File: src/rtl/sensor_setpoint_gen.sv
// sensor_setpoint_gen: three raw buttons to a debounced, auto-repeating 7-bit temperature setpoint and a humidity toggle.
// Define TABLE_STEP_EN to step through a fixed table of legal codes instead of +/-1.
module sensor_setpoint_gen #(
  parameter int DEB_CYCLES   = 16,
  parameter int REPEAT_DELAY = 64,
  parameter int REPEAT_RATE  = 8,
  parameter int TMIN         = 0,
  parameter int TMAX         = 60,
  parameter int RESET_VAL    = 20
) (
  input  logic       clock,
  input  logic       clr,
  input  logic       btn_up,
  input  logic       btn_dn,
  input  logic       btn_hu,
  output logic [6:0] inp,
  output logic       hu,
  output logic       upd
);
  localparam int DW = $clog2(DEB_CYCLES);
  localparam int RMAX = REPEAT_DELAY > REPEAT_RATE ? REPEAT_DELAY : REPEAT_RATE;
  localparam int RW = $clog2(RMAX + 1);
  typedef enum logic [2:0] {IDLE, HOLD_UP, HOLD_DN, RPT_UP, RPT_DN} state_t;
  state_t r_state, w_nstate;
  logic [2:0] r_s1, r_s2, r_deb, r_prev, w_rise;
  logic [DW-1:0] r_dc [3];
  logic [RW-1:0] r_cnt, w_ncnt;
  logic [6:0] r_inp, w_next;
  logic r_hu, r_upd, w_inc, w_dec, w_go, w_upside;
  // bit 0 = up, bit 1 = dn, bit 2 = hu
  always_ff @(posedge clock or posedge clr)
    if (clr) begin
      r_s1 <= '0;
      r_s2 <= '0;
      r_deb <= '0;
      r_prev <= '0;
      for (int k = 0; k < 3; k++) r_dc[k] <= '0;
    end else begin
      r_s1 <= {btn_hu, btn_dn, btn_up};
      r_s2 <= r_s1;
      r_prev <= r_deb;
      for (int k = 0; k < 3; k++)
        if (r_s2[k] == r_deb[k]) r_dc[k] <= '0;
        else if (r_dc[k] == DW'(DEB_CYCLES - 1)) begin
          r_dc[k] <= '0;
          r_deb[k] <= ~r_deb[k];
        end else r_dc[k] <= r_dc[k] + DW'(1);
    end
  assign w_rise = r_deb & ~r_prev;
  assign w_upside = r_state == HOLD_UP || r_state == RPT_UP;
  always_comb begin
    w_nstate = r_state;
    w_ncnt = r_cnt;
    w_inc = 1'b0;
    w_dec = 1'b0;
    if (r_deb[0] && r_deb[1]) begin
      w_nstate = IDLE;
      w_ncnt = '0;
    end else
      case (r_state)
        IDLE:
          if (w_rise[0] || w_rise[1]) begin
            w_inc = w_rise[0];
            w_dec = !w_rise[0];
            w_nstate = w_rise[0] ? HOLD_UP : HOLD_DN;
            w_ncnt = RW'(REPEAT_DELAY - 1);
          end
        default:
          if (!(w_upside ? r_deb[0] : r_deb[1])) w_nstate = IDLE;
          else if (r_cnt == '0) begin
            w_inc = w_upside;
            w_dec = !w_upside;
            w_nstate = w_upside ? RPT_UP : RPT_DN;
            w_ncnt = RW'(REPEAT_RATE - 1);
          end else w_ncnt = r_cnt - RW'(1);
      endcase
  end
`ifdef TABLE_STEP_EN
  localparam logic [6:0] INIT = 7'd20;
  localparam logic [6:0] TAB [16] = '{7'd10, 7'd15, 7'd20, 7'd25, 7'd27, 7'd30, 7'd32, 7'd35,
                                      7'd39, 7'd41, 7'd60, 7'd60, 7'd60, 7'd60, 7'd60, 7'd60};
  logic [3:0] r_idx, w_nidx;
  assign w_go = (w_inc && r_idx != 4'd10) || (w_dec && r_idx != 4'd0);
  assign w_nidx = w_inc ? r_idx + 4'd1 : r_idx - 4'd1;
  assign w_next = TAB[w_nidx];
  always_ff @(posedge clock or posedge clr)
    if (clr) r_idx <= 4'd2;
    else if (w_go) r_idx <= w_nidx;
`else
  localparam logic [6:0] INIT = 7'(RESET_VAL);
  assign w_go = (w_inc && r_inp < 7'(TMAX)) || (w_dec && r_inp > 7'(TMIN));
  assign w_next = w_inc ? r_inp + 7'd1 : r_inp - 7'd1;
`endif
  always_ff @(posedge clock or posedge clr)
    if (clr) begin
      r_state <= IDLE;
      r_cnt <= '0;
      r_inp <= INIT;
      r_upd <= 1'b0;
      r_hu <= 1'b0;
    end else begin
      r_state <= w_nstate;
      r_cnt <= w_ncnt;
      r_upd <= w_go;
      if (w_go) r_inp <= w_next;
      if (w_rise[2]) r_hu <= ~r_hu;
    end
  assign inp = r_inp;
  assign hu = r_hu;
  assign upd = r_upd;
endmodule
File: config.mk
export PLATFORM = sky130hd
export DESIGN_NAME = sensor_setpoint_gen
export DESIGN_NICKNAME = d
export VERILOG_FILES = /design/src/rtl/sensor_setpoint_gen.sv
export SDC_FILE = /design/constraint.sdc
export NUM_CORES = 1
export LEC_CHECK = 0
export CAP_MARGIN = 5
export CORE_AREA = 2 2 101 94
export DETAILED_ROUTE_END_ITERATION = 10
export DIE_AREA = 0 0 103 96
export HOLD_SLACK_MARGIN = 0.15
export SLEW_MARGIN = 20
export SYNTH_ARGS = -nofsm -noshare
export SYNTH_HDL_FRONTEND = slang
export SYNTH_SLANG_ARGS = --single-unit
File: constraint.sdc
create_clock -name clock -period 3.3 [get_ports clock]
set_input_delay 0.66 -clock clock [delete_from_list [all_inputs] [get_ports clock]]
set_output_delay 0.66 -clock clock [all_outputs]
set_load 0.01 [all_outputs]
==> results.toml <==
[yosys]
synth-main-ff-cell = "dfrtp_1"
synth_top_cell_area_share_pct = 47.7
synth_edf_count = 0
ys_seq_area_share_pct = 50.1
synth_cell_types = 45
yosys.area.top_type = "dfrtp_1"
async_flop_share_pct = 100
synth_cells = 194
netlist_area_um2 = 2150
ys_ff_latch = 43
ys_warn_count = 0
syn_area_per_cell_um2 = 11.1
synth_area_leaders = "dfrtp_1 (48%), ha_1 (5.8%), a21oi_1 (5.3%)"
synth_fp_nets = 210

[final_layout]
syn_to_final_growth_pct = 18.3
drive_gt1_share_pct = 13.6
fill_cells = 946
final_nets = 229
n_antenna_cell = 0

[placement]
port_buffers = 13
gp_congestion = 0.781
place_hpwl_um = 2650

[route]
drcViolationCount = 0
routed_via_density = 4.25
wl_per_cell_um = 10.8
drt_first_pass_iters = 4
drtIter0Drc = 92
ant_nets = 0
finalWirelength_um = 3610
vias = 1428

[sta]
tightest_slew_ps = 604
slew_headroom_pct = 59.6
fin_crit_sh_pct = 93.8
whs_ps = 354
tns_ps = 0
grt_setup_unrepaired = "no"
hold_violations = 0
setup_viol = 0
finClkSkew_ps = 1.75
fin_crit_ps = 3090
fmax_ghz = 0.323
drv_slew = 0

[global_routing]
grtUsageTotal_pct = 8.39
grt_max_degree = 29
antenna_found_initial = 0
grt_first_pass_wirelength_um = 6460
overflow = 0
grt_pass1_vias = 1422

[worst_hold_path]
hold_class = "flop to flop"

[die]
core-area_um2 = 8840
die_y_um = 96
start_util_pct = 24.4
ioPinCount = 14
die_w_um = 103
dieArea_um2 = 9890
rows = 33

[power_and_ir_drop]
powerDensity_nw_per_um2 = 450
leakage_nw = 1.09
p_total_mw = 1.15
ir_drop_uv = 297

[clock_tree]
cts.sinks = 43
max-clock-path-buffers = 2
postCtsHoldBufs = 0
cts_buffers = 5
cts_tree = "built"
path_clk_slew_ps = 80
cts_setup_buffers = 0
clock_latency_ps = 290
cts_max_level = 2
cts-root-buf = "clkbuf_8"

[setup_path]
crit_arrival_ps = 3270
cp-end-kind = "flop"
cp_max_fo = 7
cp-start-kind = "flop"
path_class = "flop to flop"
cp.required_ps = 3480

[status]
status = "complete, no violations"

[run]
maxCapViolCount = 0
==> worst max-delay path: stages, from the launching register on <==
cell      delay [ps]
dfrtp_1          420
or4_4            560
or2_1            280
o32ai_4          240
inv_2            120
fa_1             440
a211oi_2         240
o21bai_1         100
a21oi_1          170
xor2_1           190
nand2_2           90
xnor2_2          130
==> kinds of logic after synthesis <==
group                      after synthesis  share of synthesized area, %
and+or+nand+nor                         48                          12.5
AOI/OAI and AO/OA                       58                          17.6
buffers and inverters                   16                          4.59
DFF                                     43                          50.1
muxes                                    5                          2.79
adders and majority gates               11                          6.74
xor gates and xnor gates                13                          5.64
==> layout by cell type, fill, tap and decap left out, drive strengths merged, types with 4 or more instances in the layout <==
cell           Yosys  layout
a21oi             23      23
buf                4       4
clkbuf             1       6
clkdlybuf4s50      0      13
dfrtp             41      41
ha                10      10
inv               11      11
mux2               5       5
nand2              5       5
nand3              4       4
nor2              14      14
nor2b              4       4
o21ai             16      16
xnor2             11      11
==> per-layer routing <==
layer / global-route usage [%] / vias to the layer above / part of all wire (%)
met3: 2.47 / 6 / 2.7
met1: 10.6 / 675 / 50
met4: 4.39 / 0 / 2.1
met5: 0 / - / 0
li1: - / 731 / -
met2: 13.0 / 16 / 45
==> stage by stage <==
| step | std cells | utilization [%] | area [um^2] | setup WS (ps) |
|---|---|---|---|---|
| after global placement | 328 | 27.2 | 2410 | 132 |
| final | 336 | 28.8 | 2540 | 206 |
| after global routing | 336 | 28.8 | 2540 | 24.6 |
| after floorplan | 194 | - | 2150 | 135 |
| after detailed placement | 328 | 27.2 | 2410 | 88.5 |
| after CTS | 336 | 28.7 | 2540 | 47.5 |
==> final timing paths <==
kind | startpoint | endpoint | slack, ps | cells after the start
min | r_s1[1] | r_s2[1] | 350 | 0
min in group asynchronous | clr | r_dc[1] | 750 | 2
max | r_cnt[3] | inp[6] | 210 | 11
max reg2reg | r_cnt[3] | inp[6] | 210 | 11
min reg2reg | r_s1[1] | r_s2[1] | 350 | 0
max in group asynchronous | clr | r_dc[5] | 1920 | 3
==> state kept, by name (all words and copies together), names as in the netlist <==
register	count
r_s1	3
r_cnt	7
hu	1
r_deb	3
r_dc	12
r_state	3
r_prev	3
upd	1
inp	7
r_s2	3
==> layout make-up <==
cell class / count / area [um^2] / share of cell area (%)
repair buffers: 17 / 160 / 6.29
clock inverters: 2 / 60.1 / 2.36
well taps: 122 / 153 / 6.00
multi-input cells: 135 / 980 / 38.5
flip-flops and latches: 43 / 1080 / 42.4
inverters: 11 / 41.3 / 1.62
clock buffers: 6 / 72.6 / 2.85
==> report_power, final <==
part	leakage [nW]	total, mW	switching, mW	internal (mW)
registers	0.572	0.563	0.0170	0.546
clock network	0.0654	0.472	0.169	0.302
logic	0.453	0.111	0.0600	0.0507
==> synthesized netlist by cell type, drive strengths merged (3+ instances only) <==
master and count:
dfrtp 41, a21oi 23, o21ai 16, nor2 14, inv 11, xnor2 11, ha 10, mux2 5
nand2 5, buf 4, nand3 4, nor2b 4, a21o 3, a41oi 3, nand2b 3, nand4b 3
nor3 3, nor3b 3
==> repair_timing <==
action	4_1_cts	5_1_grt
resized for setup	0	2
hold endpoints to repair	0	0
endpoints found under the setup margin	0	1
(Power assumes the default switching activity.)
